$ cat src/rtl/pattern_seq.sv
`timescale 1ns/1ps
// pattern_seq: 16-step, three-channel note sequencer.
//
// A 16 x 3*(NOTE_W+1) pattern memory holds one entry per step:
// {en3, note3, en2, note2, en1, note1}, MSB first. While running, a new step
// is applied every STEP_TICKS clocks and the sequence wraps after loop_last.
//
// Ports
//   clk50mhz     in   system clock, rising edge
//   rst          in   synchronous active-high reset (clears state and memory)
//   play         in   level: 1 = run, 0 = pause / idle
//   restart      in   one-cycle pulse: return to step 0
//   loop_last    in   [3:0] last step index before wrapping to 0
//   wr_en        in   pattern write strobe
//   wr_addr      in   [3:0] step entry to write
//   wr_data      in   step entry {en3, note3, en2, note2, en1, note1}
//   note_ch1..3  out  [NOTE_W-1:0] registered notes (square 1, square 2, triangle)
//   en_ch1..3    out  registered channel enables
//   step         out  [3:0] index of the step currently applied
//   step_strobe  out  one-cycle pulse when a step is applied
//   beat_led     out  toggles on every step apply
module pattern_seq #(
    parameter int STEP_TICKS = 6000000,
    parameter int NOTE_W     = 6
) (
    input  logic                      clk50mhz,
    input  logic                      rst,
    input  logic                      play,
    input  logic                      restart,
    input  logic [3:0]                loop_last,
    input  logic                      wr_en,
    input  logic [3:0]                wr_addr,
    input  logic [3*(NOTE_W+1)-1:0]   wr_data,
    output logic [NOTE_W-1:0]         note_ch1,
    output logic [NOTE_W-1:0]         note_ch2,
    output logic [NOTE_W-1:0]         note_ch3,
    output logic                      en_ch1,
    output logic                      en_ch2,
    output logic                      en_ch3,
    output logic [3:0]                step,
    output logic                      step_strobe,
    output logic                      beat_led
);

    localparam int ENTRY_W = 3 * (NOTE_W + 1);
    localparam int TICK_W  = $clog2(STEP_TICKS);
    localparam logic [TICK_W-1:0] TICK_LAST = TICK_W'(STEP_TICKS - 1);

    localparam logic [1:0] IDLE  = 2'd0;
    localparam logic [1:0] RUN   = 2'd1;
    localparam logic [1:0] PAUSE = 2'd2;

    logic [ENTRY_W-1:0] mem [16];
    logic [1:0]         state, state_nxt;
    logic [TICK_W-1:0]  tick, tick_nxt;

    logic               load;        // apply step load_idx on this edge
    logic [3:0]         load_idx;
    logic               en_restore;  // resume from pause: enables from current entry
    logic               en_clear;    // force all enables low
    logic               step_clr;    // restart into idle: step back to 0
    logic [3:0]         rd_idx;
    logic [ENTRY_W-1:0] entry;

    function automatic logic [NOTE_W-1:0] note_of(input logic [ENTRY_W-1:0] e, input int ch);
        return e[ch*(NOTE_W+1) +: NOTE_W];
    endfunction

    function automatic logic en_of(input logic [ENTRY_W-1:0] e, input int ch);
        return e[ch*(NOTE_W+1) + NOTE_W];
    endfunction

    // A zero note means "keep sounding the previous note".
    function automatic logic [NOTE_W-1:0] next_note(input logic [NOTE_W-1:0] cur,
                                                    input logic [NOTE_W-1:0] nw);
        return (nw != '0) ? nw : cur;
    endfunction

    // Asynchronous read: a write landing on the same edge as a load is not
    // seen until the next visit to that step.
    assign rd_idx = load ? load_idx : step;
    assign entry  = mem[rd_idx];

    always_comb begin
        state_nxt  = state;
        tick_nxt   = tick;
        load       = 1'b0;
        load_idx   = 4'd0;
        en_restore = 1'b0;
        en_clear   = 1'b0;
        step_clr   = 1'b0;
        if (restart) begin
            tick_nxt = '0;
            if (play) begin
                state_nxt = RUN;
                load      = 1'b1;
            end else begin
                state_nxt = IDLE;
                en_clear  = 1'b1;
                step_clr  = 1'b1;
            end
        end else begin
            case (state)
                IDLE: begin
                    if (play) begin
                        state_nxt = RUN;
                        tick_nxt  = '0;
                        load      = 1'b1;
                    end else begin
                        en_clear = 1'b1;
                    end
                end
                RUN: begin
                    if (!play) begin
                        state_nxt = PAUSE;
                        en_clear  = 1'b1;
                    end else if (tick == TICK_LAST) begin
                        tick_nxt = '0;
                        load     = 1'b1;
                        // >= so a loop_last lowered below the current step
                        // wraps at the very next boundary.
                        load_idx = (step >= loop_last) ? 4'd0 : step + 4'd1;
                    end else begin
                        tick_nxt = tick + TICK_W'(1);
                    end
                end
                PAUSE: begin
                    if (play) begin
                        state_nxt  = RUN;
                        en_restore = 1'b1;
                    end else begin
                        en_clear = 1'b1;
                    end
                end
                default: begin
                    state_nxt = IDLE;
                    en_clear  = 1'b1;
                end
            endcase
        end
    end

    always_ff @(posedge clk50mhz) begin
        if (rst) begin
            state       <= IDLE;
            tick        <= '0;
            step        <= 4'd0;
            note_ch1    <= '0;
            note_ch2    <= '0;
            note_ch3    <= '0;
            en_ch1      <= 1'b0;
            en_ch2      <= 1'b0;
            en_ch3      <= 1'b0;
            step_strobe <= 1'b0;
            beat_led    <= 1'b0;
            for (int i = 0; i < 16; i++) begin
                mem[i] <= '0;
            end
        end else begin
            state       <= state_nxt;
            tick        <= tick_nxt;
            step_strobe <= load;
            if (wr_en) begin
                mem[wr_addr] <= wr_data;
            end
            if (load) begin
                step     <= load_idx;
                beat_led <= ~beat_led;
                note_ch1 <= next_note(note_ch1, note_of(entry, 0));
                note_ch2 <= next_note(note_ch2, note_of(entry, 1));
                note_ch3 <= next_note(note_ch3, note_of(entry, 2));
                en_ch1   <= en_of(entry, 0);
                en_ch2   <= en_of(entry, 1);
                en_ch3   <= en_of(entry, 2);
            end else if (en_restore) begin
                en_ch1 <= en_of(entry, 0);
                en_ch2 <= en_of(entry, 1);
                en_ch3 <= en_of(entry, 2);
            end else if (en_clear) begin
                en_ch1 <= 1'b0;
                en_ch2 <= 1'b0;
                en_ch3 <= 1'b0;
            end
            if (step_clr) begin
                step <= 4'd0;
            end
        end
    end

endmodule
$ cat config.mk
export PLATFORM = sky130hd
export DESIGN_NAME = pattern_seq
export DESIGN_NICKNAME = d
export VERILOG_FILES = /design/src/rtl/pattern_seq.sv
export SDC_FILE = /design/constraint.sdc
export NUM_CORES = 1
export LEC_CHECK = 0
export ABC_AREA = 1
export CORE_MARGIN = 5
export CORE_UTILIZATION = 58
export CTS_CLUSTER_DIAMETER = 80
export DETAILED_ROUTE_END_ITERATION = 8
export HOLD_SLACK_MARGIN = 0.05
export PLACE_DENSITY = 0.76
export SLEW_MARGIN = 30
export SYNTH_ARGS = -nofsm -noshare
export SYNTH_HDL_FRONTEND = slang
export SYNTH_SLANG_ARGS = --single-unit
$ cat constraint.sdc
create_clock -name clk50mhz -period 3.95 [get_ports clk50mhz]
set_input_delay 0.79 -clock clk50mhz [delete_from_list [all_inputs] [get_ports clk50mhz]]
set_output_delay 0.79 -clock clk50mhz [all_outputs]
set_load 0.01 [all_outputs]
==> flow_metrics.py, run 1 <==
metrics = {
    "synthesis": {
        "yosys_warnings": 0,
        "ys_ff_latch": 388,
        "synth_async_sr_flop_share": 0,
        "synth.distinct_cells": 41,
        "synth_area_leaders": "edfxtp_1 54%, nor2_1 8.4%, nand3_1 8.4%",
        "synthesis.area_mm2": 0.0185,
        "synth_top_flop_cell": "edfxtp_1",
        "synth_area_per_cell_um2": 9.29,
        "synth_edf_count": 336,
        "synth_nets": 2034,
        "yosys.area.top_type": "edfxtp_1",
        "synthCells": 1994,
        "ys_seq_area_frac": 0.601,
        "netlist.area_leader.share": 0.545,
    },
    "drt": {
        "first_iter_violations": 1572,
        "vias": 14270,
        "detail-route-antenna-nets": 0,
        "avgViaCountPerCell": 5.76,
        "drc_errors": 0,
        "dr.pass1.iters": 5,
        "wire_per_inst_um": 19.2,
        "drt-total-wl_um": 47600,
    },
    "clocking": {
        "cts_inserted_buffers": 42,
        "clk_latency_ns": 0.54,
        "clk_pin_slew_ns": 0.06,
        "cts_resized": 0,
        "cts_tree": "yes",
        "htreeDepth": 2,
        "clockBufferDepth": 3,
        "cts_root_buf": "clkbuf_16",
        "cts_setup_buffers": 0,
        "numClockSinks": 388,
        "cts_hold_buf": 0,
    },
    "finish": {
        "stdcell_count": 2478,
        "utilization": 0.669,
        "area_growth_syn_to_layout_pct": 14.0,
        "diodes": 0,
        "drive_above_1_share": 0.0872,
        "nets": 2082,
        "fillers": 2420,
    },
    "power_and_ir_drop": {
        "p_leak_uw": 0.00852,
        "sw_frac_of_total": 0.219,
        "power.internal_uw": 7230,
        "seqPwrFrac": 0.511,
        "p_per_area_mw_per_mm2": 439,
        "p_sw_uw": 2030,
        "ir_drop_uv": 361,
        "clkPwrFrac": 0.429,
        "p_comb_frac": 0.060,
    },
    "floorplanning": {
        "die_area_mm2": 0.0356,
        "die_w_um": 189,
        "die_height_um": 189,
        "core_mm2": 0.0316,
        "ios": 61,
        "initial_core_util": 0.587,
        "num_rows": 65,
    },
    "worst_setup_path": {
        "cp_max_fo": 26,
        "crit_slowest_cell": "clkdlybuf4s50_1",
        "reg2reg_depth": 20,
        "r2r_setup_slack_ns": 0.47,
        "required_ns": 4.36,
        "critical_path_class": "input pin to flop",
        "rr_endpoint": "note_ch1[2]",
        "crit_chain": "clkdlybuf4s50_1, inv_1, ha_1, a21oi_1, a21boi_1, buf_4, nand4_1, nand2_2, buf_12, buf_12, buf_4, nand3_1, nand3_1, nand3_1, nand2_1, nor2_1, nand3_2, nand2_2, nand3_1, nand2_1",
        "startpoint_type": "input pin",
        "crit_arrival_ns": 4.05,
        "slowest_delay_ns": 0.46,
        "setup.worst_path.end_class": "flop",
        "cpMostUsedCell": "nand3_1",
        "rr_startpoint": "step[0]",
    },
    "grt": {
        "grt_use_total": 0.266,
        "grt_max_degree": 78,
        "first_global_vias": 13963,
        "antenna_found_initial": 0,
        "grt_pass1_wl_um": 75700,
        "grt_overflow": 0,
    },
    "placement": {
        "preCtsSetupSlack_ns": -0.160,
        "dp.cells": 2400,
        "gp_congestion": 0.891,
        "dp_hpwl_um": 30100,
        "port_buffers": 60,
    },
    "hold_path": {
        "hp-start": "beat_led",
        "hp-class": "flop to flop",
        "holdPathStages": 1,
        "worstHoldEndpoint": "beat_led",
    },
    "sta": {
        "layout_worst_path_cycle_share": 0.920,
        "worst_slew_pin_slew_ns": 0.746,
        "max_freq_ghz": 0.275,
        "finalHoldViolCount": 0,
        "relSlewSlack": 0.502,
        "rsz0062_at_grt": "false",
        "setup_viol": 0,
        "finClkSkew_ns": 0.0164,
        "drv_slew": 0,
        "layout_setup_ws_ns": 0.317,
        "min_period_ns": 3.63,
    },
    "status": {
        "outcome": "completed",
    },
    "flow_run": {
        "maxCapViolations": 0,
    },
}
-- sequential cells by signal, summed over array words and instances (netlist names) --
name and count:
note_ch3 6, note_ch2 6, beat_led 1, note_ch1 6, state 2, mem 336, en_ch3 1, tick 23
en_ch2 1, step_strobe 1, en_ch1 1, step 4
-- critical path: cells and delay by family --
family	cells	cell delay, ns
compound gates	2	0.43
fa+ha+maj	1	0.29
buf+inv	6	1.26
simple gates	11	1.25
-- cell type report --
cell class | instances | area (um^2) | share of cell area
repair buffers | 144 | 1380 | 0.0654
multi-input cells | 1260 | 5910 | 0.280
well taps | 402 | 503 | 0.0238
clock inverters | 24 | 238 | 0.0113
inverters | 206 | 773 | 0.0366
flip-flops and latches | 388 | 11100 | 0.527
clock buffers | 54 | 1170 | 0.0554
-- routing by layer --
layer  vias up  GRT usage  wire (um)
met3        83     0.0517       4730
met4         0     0.0653        917
li1       6705          -          -
met1      6747      0.368      19400
met2       735      0.438      22500
met5         -          0          0
-- power by group through the flow --
stage	clock network [uW]	logic [uW]	registers, uW
final	3970	559	4730
after global routing	4190	612	4750
after CTS	4000	556	4730
after detailed placement	0	552	4820
after global placement	0	541	4810
after floorplan	0	310	4810
-- synth_stat cells, types with 12 or more instances --
cell type and count:
a21oi_1 25, buf_2 39, buf_4 15, clkbuf_1 70, dfxtp_1 52, edfxtp_1 336
inv_1 196, nand2_1 300, nand3_1 310, nand3b_1 96, nor2_1 416, nor3_1 13
o21ai_0 36, o221ai_1 12
-- metrics by stage --
stage               instance area, um^2  hold slack (ns)  TNS [ns]  total power, uW
floorplan                         18500            0.444         0             5120
global placement                  19700            0.438    -0.692             5350
detailed placement                19700            0.444     -1.22             5370
CTS                               21100            0.454         0             9290
global route                      21100            0.473         0             9550
finish                            21100            0.449         0             9260
-- cells in the final DEF, fill, tap and decap left out, types with 13 or more instances in the layout --
cell | netlist | routed
inv_1 | 196 | 196
nor3_1 | 13 | 13
nand3_1 | 310 | 310
buf_4 | 15 | 72
a21oi_1 | 25 | 24
o21ai_0 | 36 | 36
nand3b_1 | 96 | 96
edfxtp_1 | 336 | 336
clkbuf_16 | 0 | 45
dfxtp_1 | 52 | 52
clkdlybuf4s50_1 | 0 | 60
nand2_1 | 300 | 299
nor2_1 | 416 | 416
-- worst max path at each step --
stage                      start     endpoint  slack [ns]
floorplan           loop_last[3]  note_ch1[0]        0.95
global placement    loop_last[3]  note_ch1[3]       -0.11
detailed placement  loop_last[3]  note_ch1[2]       -0.16
CTS                 loop_last[3]  note_ch1[2]        0.36
global route        loop_last[3]  note_ch1[2]        0.11
finish              loop_last[3]  note_ch1[2]        0.32
-- cell families after synthesis --
family | Yosys count | synth area share
and+or+nand+nor | 1163 | 0.285
adders and majority gates | 6 | 0.00405
buffers and inverters | 346 | 0.0799
AOI/OAI and AO/OA | 86 | 0.0274
xor gates and xnor gates | 5 | 0.00236
DFF | 388 | 0.601
(Power assumes the default switching activity.)
==> run 2: changes to the inputs <==
--- a/config.mk
+++ b/config.mk
@@ -10,6 +10,7 @@
 export CORE_UTILIZATION = 58
 export CTS_CLUSTER_DIAMETER = 80
 export DETAILED_ROUTE_END_ITERATION = 8
+export GPL_ROUTABILITY_DRIVEN = 0
 export HOLD_SLACK_MARGIN = 0.05
 export PLACE_DENSITY = 0.76
 export SLEW_MARGIN = 30
==> flow_metrics.py, run 2 (same netlist as run 1, synthesis figures left out) <==
metrics = {
    "power_and_ir_drop": {
        "p_comb_frac": 0.062,
        "seqPwrFrac": 0.533,
        "p_leak_uw": 0.00847,
        "ir_drop_uv": 340,
        "power.internal_uw": 6930,
        "clkPwrFrac": 0.405,
        "p_per_area_mw_per_mm2": 423,
        "sw_frac_of_total": 0.220,
        "p_sw_uw": 1950,
    },
    "placement": {
        "port_buffers": 60,
        "preCtsSetupSlack_ns": -0.0764,
        "dp_hpwl_um": 29800,
        "dpl_cell_area_mm2": 0.0197,
    },
    "clocking": {
        "numClockSinks": 388,
        "cts_inserted_buffers": 41,
        "clockBufferDepth": 3,
        "cts_tree": "yes",
        "clk_latency_ns": 0.53,
        "cts_setup_buffers": 0,
        "cts_root_buf": "clkbuf_16",
        "htreeDepth": 2,
        "clk_pin_slew_ns": 0.06,
        "cts_resized": 0,
        "cts_hold_buf": 0,
    },
    "drt": {
        "first_iter_violations": 1842,
        "wire_per_inst_um": 19.0,
        "drt-total-wl_um": 47100,
        "drc_errors": 0,
        "dr.pass1.iters": 6,
        "vias": 14452,
        "detail-route-antenna-nets": 0,
        "avgViaCountPerCell": 5.84,
    },
    "finish": {
        "top_regs": "mem: 336 flops, tick: 23 flops",
        "drive_above_1_share": 0.0816,
        "regMostFlops": "mem",
        "nets": 2082,
        "diodes": 0,
        "final_cell_mix": "416 x nor2_1, 336 x edfxtp_1, 310 x nand3_1, 299 x nand2_1, 196 x inv_1",
        "fillers": 2413,
        "area_growth_syn_to_layout_pct": 13.3,
        "multi_input_comb_area_mm2": 0.00591,
        "largest_reg_flops": 336,
        "final_common_cell": "nor2_1",
        "ff_latch_area_mm2": 0.0111,
        "fin_area_mm2": 0.0210,
    },
    "grt": {
        "grt_pass1_wl_um": 75800,
        "grt_use_total": 0.265,
        "grt_max_degree": 71,
        "first_global_vias": 14024,
        "grt_overflow": 0,
        "antenna_found_initial": 0,
    },
    "sta": {
        "setup_viol": 0,
        "finalHoldViolCount": 0,
        "drv_slew": 0,
        "layout_worst_path_cycle_share": 0.901,
        "rsz0062_at_grt": "false",
        "relSlewSlack": 0.427,
        "whs_ns": 0.468,
        "min_period_ns": 3.56,
        "finClkSkew_ns": 0.0217,
        "final.setup.tns_ns": 0,
        "max_freq_ghz": 0.281,
        "layout_setup_ws_ns": 0.392,
        "worst_slew_pin_slew_ns": 0.860,
    },
    "worst_setup_path": {
        "slowest_delay_ns": 0.45,
        "crit_slowest_cell": "clkdlybuf4s50_1",
        "crit_buf_inv": 5,
        "cp_max_fo": 28,
        "crit_arrival_ns": 3.96,
        "startpoint_type": "input pin",
        "cpMostUsedCell": "nand3_1",
        "rr_startpoint": "step[0]",
        "crit_family": "simple AND/OR/NAND/NOR gates",
        "setup.worst_path.end_class": "flop",
        "crit_start": "loop_last[3]",
        "required_ns": 4.36,
        "critical_path_class": "input pin to flop",
        "crit_chain": "clkdlybuf4s50_1, inv_1, ha_1, a21oi_1, a21boi_1, buf_4, nand4_1, nand2_2, buf_12, buf_12, nand3_1, nand3_1, nand3_1, nand2_1, nor2_1, nand3_2, nand2_2, nand3_1, nand2_1",
    },
    "flow_run": {
        "maxCapViolations": 0,
    },
    "floorplanning": {
        "die_height_um": 189,
        "die_area_mm2": 0.0356,
        "die_w_um": 189,
        "num_rows": 65,
        "initial_core_util": 0.587,
        "ios": 61,
        "core_mm2": 0.0316,
    },
    "status": {
        "outcome": "completed",
    },
    "hold_path": {
        "hp-start": "note_ch1[5]",
        "hp-class": "flop to flop",
    },
}
## run 2: changes by cell type in the layout (fill, tap and decap cells not counted), sizes merged
cell / delta
bufinv: -3
inv: -1
buf: +1
clkbuf: -1
clkinv: +4
clkinvlp: -4
## run 2: path summary, 6_finish.rpt
kind / endpoint / slack [ns] / depth (start not counted)
worst max-delay path: note_ch1[3] / 0.39 / 19
worst min-delay path: note_ch1[5] / 0.47 / 2
worst min register to register: note_ch1[5] / 0.47 / 2
worst max register to register: note_ch1[3] / 0.54 / 19
## run 2: layout make-up
class / instances / share of cell area
clock buffer: 53 / 0.0535
clock inverter: 20 / 0.00572
inverter: 206 / 0.0368
multi-input combinational: 1260 / 0.282
sequential: 388 / 0.530
tap: 402 / 0.0240
timing repair buffer: 145 / 0.0680
## run 2: stage by stage
step | util | instances | power (uW)
6_report | 0.665 | 2474 | 8880
3_5_place_dp | 0.626 | 2401 | 5360
2_1_floorplan | - | 1994 | 5120
5_1_grt | 0.665 | 2474 | 9180
3_3_place_gp | 0.626 | 2401 | 5340
4_1_cts | 0.665 | 2474 | 8910
## run 2: routing by layer
layer  global-route usage  wire length (um)
met5                    0                 0
met4               0.0855              1180
met3               0.0432              4990
met2                0.428             22100
met1                0.372             18800
## run 2: tightest hold or removal path, cell delays in order (launching register included)
cell	delay (ns)
dfxtp_1	0.31
nand3_1	0.07
nand2_1	0.04
## run 2: power by group through the flow
stage | logic [uW] | clock network, uW | registers [uW]
after floorplan | 310 | 0 | 4810
after global placement | 539 | 0 | 4810
after detailed placement | 549 | 0 | 4820
after CTS | 552 | 3630 | 4730
after global routing | 606 | 3820 | 4750
final | 554 | 3600 | 4730
==> run 3: changes to the inputs <==
--- a/config.mk
+++ b/config.mk
@@ -17,3 +17,4 @@
 export SYNTH_ARGS = -nofsm -noshare
 export SYNTH_HDL_FRONTEND = slang
 export SYNTH_SLANG_ARGS = --single-unit
+export TNS_END_PERCENT = 5
==> results of run 3 <==
No change in the layout: final DEF, timing and power equal those of run 2.
